===== src/rtl/pic_pkg.sv =====
// Shared types and level encode/decode helpers for the 8259A-style
// interrupt acknowledge path.
package pic_pkg;

   localparam int NUM_LEVELS = 8;

   typedef logic [2:0] level_t;

   typedef enum logic [2:0] {
      IDLE,
      REQUEST,
      ACK1,
      WAIT2,
      ACK2
   } ack_state_t;

   // Level reported when the request vanishes under the first INTA pulse.
   localparam level_t SPURIOUS_LEVEL = 3'd7;

   function automatic level_t onehot_to_level(input logic [NUM_LEVELS-1:0] onehot);
      level_t lvl;
      lvl = '0;
      for (int i = 0; i < NUM_LEVELS; i++) begin
         if (onehot[i]) lvl = level_t'(i);
      end
      return lvl;
   endfunction

   function automatic logic [NUM_LEVELS-1:0] level_to_onehot(input level_t lvl);
      return 8'b1 << lvl;
   endfunction

endpackage


===== src/rtl/in_service_clear_selector.sv =====
// Picks the in-service bit an EOI command retires: either the named level or
// the highest-priority set bit relative to the rotation reference.
module in_service_clear_selector
   import pic_pkg::*;
(
   input  logic [7:0] isr,
   input  level_t     lowest_priority_level,
   input  logic       eoi_specific,
   input  level_t     eoi_level,
   output logic [7:0] clear_mask,
   output level_t     cleared_level,
   output logic       clear_valid
);

   level_t w_scan_idx;

   always_comb begin
      cleared_level = '0;
      clear_valid   = 1'b0;
      w_scan_idx    = '0;
      if (eoi_specific) begin
         cleared_level = eoi_level;
         clear_valid   = isr[eoi_level];
      end else begin
         // Walk lowest-priority order first so the highest-priority hit lands last.
         for (int i = NUM_LEVELS; i >= 1; i--) begin
            w_scan_idx = lowest_priority_level + level_t'(i);
            if (isr[w_scan_idx]) begin
               cleared_level = w_scan_idx;
               clear_valid   = 1'b1;
            end
         end
      end
      clear_mask = clear_valid ? level_to_onehot(cleared_level) : 8'h00;
   end

endmodule


===== src/rtl/interrupt_acknowledge_sequencer.sv =====
// Raises INT for the resolver's winner, runs the two-pulse INTA handshake,
// owns the ISR and rotation reference, and drives the vector byte.
//
// state   | meaning
// IDLE    | no request outstanding, INT low
// REQUEST | INT high, waiting for first INTA fall
// ACK1    | inside first INTA pulse, level latched
// WAIT2   | between pulses, waiting for second fall
// ACK2    | vector on the bus until second INTA rise
module interrupt_acknowledge_sequencer
   import pic_pkg::*;
(
   input  logic       clock,
   input  logic       reset,
   input  logic [7:0] interrupt,
   input  logic       inta_n,
   input  logic [4:0] vector_base,
   input  logic       auto_eoi,
   input  logic       rotate_on_aeoi,
   input  logic       eoi_strobe,
   input  logic       eoi_specific,
   input  logic [2:0] eoi_level,
   input  logic       eoi_rotate,
   output logic       int_out,
   output logic [7:0] in_service_register,
   output logic [7:0] clear_interrupt_request,
   output logic [2:0] lowest_priority_level,
   output logic [7:0] data_out,
   output logic       data_out_enable
);

   ack_state_t r_state;
   logic       r_inta_q;
   level_t     r_level;
   logic       r_int_out;
   logic [7:0] r_isr;
   logic [7:0] r_clr_req;
   level_t     r_lpl;
   logic [7:0] r_data_out;
   logic       r_data_oe;

   logic       w_fall;
   logic       w_rise;
   logic       w_req_any;
   level_t     w_req_level;
   logic [7:0] w_set_mask;
   logic       w_aeoi_fire;
   logic [7:0] w_aeoi_mask;
   logic [7:0] w_sel_mask;
   level_t     w_sel_level;
   logic       w_sel_valid;
   logic       w_eoi_fire;
   logic [7:0] w_eoi_mask;
   logic [7:0] w_isr_next;

   in_service_clear_selector u_clear_sel (
      .isr                   (r_isr),
      .lowest_priority_level (r_lpl),
      .eoi_specific          (eoi_specific),
      .eoi_level             (eoi_level),
      .clear_mask            (w_sel_mask),
      .cleared_level         (w_sel_level),
      .clear_valid           (w_sel_valid)
   );

   assign w_fall      = r_inta_q & ~inta_n;
   assign w_rise      = ~r_inta_q & inta_n;
   assign w_req_any   = |interrupt;
   assign w_req_level = w_req_any ? onehot_to_level(interrupt) : SPURIOUS_LEVEL;

   assign w_set_mask  = (r_state == REQUEST && w_fall && w_req_any) ?
                        level_to_onehot(w_req_level) : 8'h00;
   assign w_aeoi_fire = (r_state == ACK2) && w_rise && auto_eoi;
   assign w_aeoi_mask = w_aeoi_fire ? level_to_onehot(r_level) : 8'h00;
   assign w_eoi_fire  = eoi_strobe & w_sel_valid;
   assign w_eoi_mask  = w_eoi_fire ? w_sel_mask : 8'h00;

   // A set on the same bit as a clear wins.
   assign w_isr_next  = (r_isr & ~(w_aeoi_mask | w_eoi_mask)) | w_set_mask;

   always_ff @(posedge clock) begin
      if (reset) begin
         r_state    <= IDLE;
         r_inta_q   <= 1'b1;
         r_level    <= '0;
         r_int_out  <= 1'b0;
         r_isr      <= 8'h00;
         r_clr_req  <= 8'h00;
         r_lpl      <= 3'd7;
         r_data_out <= 8'h00;
         r_data_oe  <= 1'b0;
      end else begin
         r_inta_q  <= inta_n;
         r_isr     <= w_isr_next;
         r_clr_req <= 8'h00;

         if (w_eoi_fire && eoi_rotate) begin
            r_lpl <= w_sel_level;
         end else if (w_aeoi_fire && rotate_on_aeoi) begin
            r_lpl <= r_level;
         end

         case (r_state)
            IDLE: begin
               if (w_req_any) begin
                  r_int_out <= 1'b1;
                  r_state   <= REQUEST;
               end
            end
            REQUEST: begin
               if (w_fall) begin
                  r_level   <= w_req_level;
                  r_clr_req <= w_set_mask;
                  r_int_out <= 1'b0;
                  r_state   <= ACK1;
               end else if (!w_req_any) begin
                  r_int_out <= 1'b0;
                  r_state   <= IDLE;
               end
            end
            ACK1: begin
               if (w_rise) r_state <= WAIT2;
            end
            WAIT2: begin
               if (w_fall) begin
                  r_data_out <= {vector_base, r_level};
                  r_data_oe  <= 1'b1;
                  r_state    <= ACK2;
               end
            end
            ACK2: begin
               if (w_rise) begin
                  r_data_oe <= 1'b0;
                  r_state   <= IDLE;
               end
            end
            default: r_state <= IDLE;
         endcase
      end
   end

   assign int_out                 = r_int_out;
   assign in_service_register     = r_isr;
   assign clear_interrupt_request = r_clr_req;
   assign lowest_priority_level   = r_lpl;
   assign data_out                = r_data_out;
   assign data_out_enable         = r_data_oe;

endmodule


===== config.mk =====
export PLATFORM = sky130hd
export DESIGN_NAME = interrupt_acknowledge_sequencer
export DESIGN_NICKNAME = d
export VERILOG_FILES = /design/src/rtl/pic_pkg.sv /design/src/rtl/in_service_clear_selector.sv /design/src/rtl/interrupt_acknowledge_sequencer.sv
export SDC_FILE = /design/constraint.sdc
export NUM_CORES = 1
export LEC_CHECK = 0
export BUFFER_PORTS_ARGS = -buffer_cell sky130_fd_sc_hd__buf_2
export CAP_MARGIN = 30
export CORE_MARGIN = 5
export CORE_UTILIZATION = 40
export CTS_CLUSTER_SIZE = 14
export DETAILED_ROUTE_END_ITERATION = 8
export GPL_TIMING_DRIVEN = 0
export MAX_ROUTING_LAYER = met4
export SYNTH_ARGS = -nofsm -noshare
export SYNTH_HDL_FRONTEND = slang
export SYNTH_HIERARCHICAL = 1
export SYNTH_SLANG_ARGS = --single-unit

===== constraint.sdc =====
create_clock -name clock -period 10.4 [get_ports clock]
set_clock_uncertainty 0.2 [all_clocks]
set_input_delay 2.08 -clock clock [delete_from_list [all_inputs] [get_ports clock]]
set_output_delay 2.08 -clock clock [all_outputs]
set_load 0.005 [all_outputs]

==> summary.txt, run 1 <==
Outcome
  • Status: finished clean

Route
  • Drt drc: 0
  • Detailed-route wire length per cell: between 15 and 20 um
  • Routed vias: 2643
  • Post-DRT Antenna Nets: 0
  • Drt first pass iters: 4
  • WL final: between 7000 and 8000 um
  • Via density per instance: just under 6
  • Iter 0 DRT Violations: 150

Critical path
  • Crit Path Max Fanout: 10
  • Most frequent CP cell: clkbuf_1
  • Max incr delay on CP: between 0.6 and 0.7 ns
  • Crit Path Class: reg2reg
  • Crit path required time: 10.41 ns
  • Arrival @ worst endpoint: roughly 4.6 ns
  • Critical Path Stages: 15
  • Critical Path Sink Type: flip-flop
  • Reg2reg end: in_service_register[2]
  • Delay-heaviest family, CP: buffers and inverters
  • R2R depth: 15
  • Reg2Reg Setup Slack: slightly below 6 ns
  • Setup crit start kind: flip-flop
  • Slowest CP cell: mux4_2
  • Worst reg2reg startpoint: lowest_priority_level[1]
  • Crit path buffers/inverters: 6
  • CP cell instances: clkbuf_1, clkbuf_1, inv_1, ha_1, buf_2, mux4_2, mux2_2, nor2_1, nand2_1, o41ai_4, inv_2, and2_1, clkbuf_1, a221o_1, o21ai_1

Synth
  • Total nets after synthesis: approximately 330
  • Top cells by area, synth: dfxtp_1 (26%), mux2i_1 (8.3%), mux4_2 (7.3%), nor2_1 (3.7%), nand2_1 (3.4%)
  • Synthesized flop and latch total: 36
  • Dominant synthesized flop cell: dfxtp_1
  • Sequential share of the synthesized area: between 20 and 30%
  • Syn Std Cell Area: around 0.0028 sq mm
  • Ys async rst share: 0%
  • Distinct cells, synth: 70
  • Area share of the largest cell type after synthesis: 26.0%
  • Top cells by count, synth: dfxtp_1 (36), nor2_1 (27), nand2_1 (25)
  • Syn Area/Cell: between 9 and 10 sq um
  • Area leader, netlist: dfxtp_1
  • Yosys Warn Count: 6
  • Post-Synthesis Cells: roughly 310
  • Number of synthesized flops with an enable pin: 0
  • Most common cell in the netlist: dfxtp_1

Timing
  • Min Tclk post-route: 4.60 ns
  • Final Slew Violations: 0
  • Max Freq: between 200 and 250 MHz
  • Slew HR: a little over two fifths
  • Worst-Margin Slew: 0.857 ns
  • Unrepaired setup endpoints after global routing: no
  • Setup Viol. Count Final: 0
  • Hold slack: approximately 0.28 ns
  • Setup slack after layout: 5.80 ns
  • Final setup TNS: 0 ns
  • Final Cycle Share: 44.2%
  • Final hold vios: 0

Clock tree
  • Clock sink count: 36
  • Hold_buf cts: 0
  • PostCTS Resize Cnt: 0
  • CTS Buf Count: 5
  • Clock buffer depth: 2
  • CTS tree: done
  • H-tree levels: 2
  • Post-CTS setup buffers: 0
  • Clock latency at the later pin of the worst-skew pair: ~0.28 ns
  • Clock transition at path regs: roughly 0.070 ns
  • CTS root buffer: clkbuf_8

Worst hold path
  • Hold crit path type: reg2reg
  • Hold depth: 2
  • Hold Path Origin: data_out_enable
  • Hold Path End: data_out_enable

Layout
  • Fin nets: between 300 and 400
  • Area Overhead vs Synth: 16.9%
  • ANT cells: 0
  • Fill cells: ~670
  • Layout cells sized above 1: between 20% and 30%

Global routing
  • First-pass GRT wire length: ~13000 um
  • Largest net degree at the start of global routing: 12
  • GRT Total Usage: 19.1%
  • Layer with the highest usage: met2
  • Antenna violations before repair: 0
  • Number of global-route vias before repair: approximately 2700
  • GR Util met3: 2.82%
  • Met1 usage: about a quarter
  • Met2 global-route usage: between 30 and 40%
  • Total grt overflow: 0

Place
  • Pre-CTS WS: around 6 ns
  • GPL Wtd Cong: 0.892
  • IO buf count: 52
  • Final HPWL DP: a little under 6000 um

Die
  • Row cnt: 30
  • Die width: approximately 93 um
  • Starting density of the core: between 40% and 50%
  • Die H: just over 90 um
  • Core Area: between 0.006 and 0.007 sq mm
  • Boundary Pins: 53
  • Die area: 0.00870 sq mm

Run
  • Max_cap viols: 0

Pwr
  • Power share of the clock group: about a third
  • PD cells: roughly 110 mW/mm^2
  • VDD IR max: between 0.0001 and 0.00015 V
  • Combinational share of power: between 20 and 30%
  • Flop pwr share: 42.3%
  • Internal cell power: between 0.0002 and 0.0003 W
  • Switching power: 0.000111 W
  • P_leak: 1.44 nW
  • Switching share of power: roughly 30%
==> cells by family after synthesis <==
logic type      after synthesis  synth area share (%)
xor+xnor                      4                  1.26
mux                          44                  22.2
simple gates                123                  25.6
compound gates               68                  19.0
fa+ha+maj                     2                 0.902
buf+inv                      30                  5.01
flops                        36                  26.0
==> final cells by class <==
class / count / area (sq um) / share of cell area [%]
Sequential cell: 36 / 721 / 22.2
Buffer: 16 / 86.3 / 2.66
Timing Repair Buffer: 52 / 260 / 8.03
Tap cell: 80 / 100 / 3.09
Clock buffer: 6 / 72.6 / 2.24
Inverter: 14 / 52.6 / 1.62
Multi-Input combinational cell: 241 / 1910 / 59.0
Clock inverter: 2 / 35.0 / 1.08
==> registers in the layout (all words and copies together) (netlist names) <==
name                     flops
int_out                      1
in_service_register          8
r_level                      3
clear_interrupt_request      8
r_inta_q                     1
r_state                      3
lowest_priority_level        3
data_out                     8
data_out_enable              1
==> layout by cell type, fill, tap and decap left out, types with 7 or more instances in the layout <==
| master | count |
|---|---|
| nand2b_1 | 7 |
| a21oi_1 | 16 |
| buf_2 | 55 |
| mux2_2 | 8 |
| inv_1 | 13 |
| mux4_2 | 9 |
| mux2i_1 | 23 |
| nor3_1 | 10 |
| nor2_1 | 27 |
| o21ai_0 | 11 |
| dfxtp_1 | 36 |
| nand2_1 | 25 |
| nand3_1 | 7 |
| clkbuf_1 | 9 |
==> routing by layer <==
layer,vias to the layer above,routed length (um)
met2,76,3900
met3,11,299
met5,-,0
met1,1268,3540
li1,1288,-
met4,0,72
==> power by group through the flow <==
stage / sequential, W / clock, W / combinational [W]
3_3_place_gp: 0.000159 / 0 / 0.0000914
5_1_grt: 0.000157 / 0.000131 / 0.000104
3_5_place_dp: 0.000159 / 0 / 0.0000921
4_1_cts: 0.000156 / 0.000125 / 0.0000924
6_report: 0.000156 / 0.000120 / 0.0000927
2_1_floorplan: 0.000156 / 0 / 0.0000672
==> stage by stage <==
step	utilization (%)	total power [W]	instances	cell area (sq um)
2_1_floorplan	-	0.000223	307	2770
3_3_place_gp	46.4	0.000250	439	3130
3_5_place_dp	46.4	0.000251	439	3130
4_1_cts	48.0	0.000373	447	3240
5_1_grt	48.0	0.000392	447	3240
6_report	48.0	0.000369	447	3240
==> worst reg2reg max path, cell delays in order, from the launching register on <==
cell and delay, ns:
dfxtp_1 0.37, clkbuf_1 0.36, clkbuf_1 0.43, inv_1 0.14
ha_1 0.29, buf_2 0.16, mux4_2 0.64, mux2_2 0.34
nor2_1 0.09, nand2_1 0.09, o41ai_4 0.47, inv_2 0.11
and2_1 0.15, clkbuf_1 0.21, a221o_1 0.40, o21ai_1 0.07
==> worst max-delay path by stage <==
stage | end | start | slack [ns]
floorplan | in_service_register[2] | eoi_level[0] | 6.48
global placement | in_service_register[1] | lowest_priority_level[1] | 5.83
detailed placement | in_service_register[2] | lowest_priority_level[1] | 5.87
CTS | in_service_register[2] | lowest_priority_level[1] | 5.85
global route | lowest_priority_level[0] | lowest_priority_level[1] | 5.52
finish | in_service_register[2] | lowest_priority_level[1] | 5.80
Power figures use the tool's default switching activity.
==> run 2, diff against run 1 <==
- clock period: 10.4 -> 4.4 ns (I/O delays scaled with it)
==> run 2 against run 1 <==
Combinational power rose by 140%. Via count down 0.30%. First-iteration DRC count fell by 2.0%. Sequential cell count did not move. Final cell count up 0.45%. Sequential power up 140%. Register-to-register slack worse by 5.6 ns. Fmax rose by 10%. Routed wire length increased by 0.50%. Global-route usage about the same. Clock-buffer cell count unchanged. Power up 140%. Critical path type unchanged. Largest cell class unchanged.
==> summary.txt, run 2 (synthesis gave the netlist of run 1 again) <==
Timing
  • Setup Viol. Count Final: 0 (unchanged)
  • Final Slew Violations: 0 (unchanged)
  • Final hold vios: 0 (unchanged)
  • Worst-Margin Slew: 0.856 ns (-0.000286 ns)
  • Min Tclk post-route: 4.18 ns (-0.422 ns)
  • Hold slack: 0.278 ns (+0.0000320 ns)
  • Max Freq: 239 MHz (+10%)
  • Final Cycle Share: 94.9% (+51 points)
  • Final setup TNS: 0 ns (unchanged)
  • Slew HR: 42.4% (about the same)

Critical path
  • CP cell instances: buf_2, clkbuf_4, inv_1, ha_1, buf_2, mux4_2, mux2_2, nor2_1, nand2_1, o41ai_4, inv_2, and2_1, clkbuf_1, a221o_1, o21ai_1
  • Critical Path Sink Type: flip-flop
  • Crit Path Class: reg2reg
  • Crit path required time: 4.42 ns (-5.99 ns)
  • Setup crit start kind: flip-flop
  • Most frequent CP cell: buf_2
  • Crit Path Max Fanout: 10 (unchanged)
  • Arrival @ worst endpoint: 4.19 ns (-0.42 ns)
  • Max incr delay on CP: 0.63 ns (about the same)
  • Slowest CP cell: mux4_2

Pwr
  • P_leak: 1.45 nW (+0.98%)
  • VDD IR max: 0.000250 V (+140%)
  • PD cells: 268 mW/mm^2 (+140%)

Die
  • Boundary Pins: 53 (unchanged)
  • Die H: 93.3 um (unchanged)
  • Row cnt: 30 (unchanged)
  • Die width: 93.3 um (unchanged)
  • Core Area: 0.00676 sq mm (unchanged)
  • Starting density of the core: 41.0% (unchanged)
  • Die area: 0.00870 sq mm (unchanged)

Clock tree
  • CTS tree: done
  • Hold_buf cts: 0 (unchanged)
  • Clock latency at the later pin of the worst-skew pair: 0.28 ns (about the same)
  • Clock sink count: 36 (unchanged)
  • Clock buffer depth: 2 (unchanged)
  • Clock transition at path regs: 0.07 ns (about the same)
  • CTS root buffer: clkbuf_8
  • CTS Buf Count: 5 (unchanged)
  • H-tree levels: 2 (unchanged)

Route
  • Via density per instance: 5.87 (-0.75%)
  • WL final: 7850 um (+0.50%)
  • Post-DRT Antenna Nets: 0 (unchanged)
  • Detailed-route wire length per cell: 17.5 um (about the same)
  • Routed vias: 2635 (-0.30%)
  • Drt first pass iters: 4 (unchanged)
  • Iter 0 DRT Violations: 147 (-2.0%)
  • Drt drc: 0 (unchanged)

Layout
  • ANT cells: 0 (unchanged)
  • Commonest non-fill, non-tap cell in the layout: buf_2
  • Fin nets: 394 (+0.51%)
  • Most frequent cells in the layout: buf_2 (56), dfxtp_1 (35), nor2_1 (27)
  • Area Overhead vs Synth: 17.8%
  • Layout cells sized above 1: 29.5% (+1.5 points)

Global routing
  • Largest net degree at the start of global routing: 12 (unchanged)
  • Met2 global-route usage: 30.6% (-0.30 points)
  • Total grt overflow: 0 (unchanged)
  • Number of global-route vias before repair: 2650 (unchanged)
  • Antenna violations before repair: 0 (unchanged)
  • GRT Total Usage: 19.0% (-0.035 points)
  • Layer with the highest usage: met2
  • First-pass GRT wire length: 13000 um (-0.11%)
  • GR Util met3: 2.90% (+0.080 points)
  • Met1 usage: 24.7% (-0.15 points)

Place
  • Final HPWL DP: 5930 um (unchanged)
  • IO buf count: 52 (unchanged)
  • GPL Wtd Cong: 0.892 (unchanged)

Run
  • Max_cap viols: 0 (unchanged)

Worst hold path
  • Hold crit path type: reg2reg

Outcome
  • Status: finished clean
[run 2: changes by cell type in the layout (fill, tap and decap cells not counted), sizes merged]
| cell | change |
|---|---|
| clkbuf | -1 |
| buf | +3 |
[run 2: final timing paths]
check,startpoint,to,slack (ns),cells past startpoint
setup / recovery,lowest_priority_level[1],in_service_register[1],0.22,15
setup reg to reg,lowest_priority_level[1],in_service_register[1],0.22,15
hold / removal,data_out_enable,data_out_enable,0.28,2
hold reg to reg,data_out_enable,data_out_enable,0.28,2
[run 2: area by class of cell]
| cell class | count | area [sq um] |
|---|---|---|
| Clock buffer | 6 | 72.6 |
| Fill cell | 666 | 3490 |
| Timing Repair Buffer | 54 | 275 |
| Buffer | 16 | 91.3 |
| Sequential cell | 36 | 722 |
| Tap cell | 80 | 100 |
| Clock inverter | 2 | 35.0 |
| Multi-Input combinational cell | 241 | 1920 |
| Inverter | 14 | 52.6 |
[run 2: critical path: cells and delay by family, from the launching register on]
kind,cells,cell delay (ns)
simple gates,3,0.33
compound gates,3,0.93
buf+inv,6,1.02
flops,1,0.36
fa+ha+maj,1,0.27
mux,2,0.97
[run 2: stage by stage]
stage | instance area [sq um] | util, % | setup WS (ns) | cells | total power [W]
2_1_floorplan | 2770 | - | 0.506 | 307 | 0.000528
3_3_place_gp | 3130 | 46.4 | -0.166 | 439 | 0.000591
3_5_place_dp | 3130 | 46.4 | -0.130 | 439 | 0.000594
4_1_cts | 3240 | 48.0 | 0.00538 | 447 | 0.000882
5_1_grt | 3270 | 48.3 | -0.0113 | 449 | 0.000928
6_report | 3270 | 48.3 | 0.224 | 449 | 0.000875
[run 2: metal layers]
metal | routed length (um) | share of wire [%]
met1 | 3600 | 46
met3 | 231 | 2.9
met2 | 3910 | 50
met4 | 108 | 1.4
met5 | 0 | 0
[run 2: report_power, final]
group / switching [W] / total, W / internal, W / leakage, nW
registers: 0.0000240 / 0.000369 / 0.000345 / 0.291
logic: 0.000122 / 0.000222 / 0.0000992 / 1.11
clock network: 0.000116 / 0.000284 / 0.000168 / 0.0552
total: 0.000263 / 0.000875 / 0.000612 / 1.45
[run 2: timing repair]
item                       in CTS  in global routing
setup buffers                   0                  2
pin swaps                       0                  1
setup endpoints to repair       7                 11
hold endpoints to repair        0                  0
gates resized for setup         1                  7
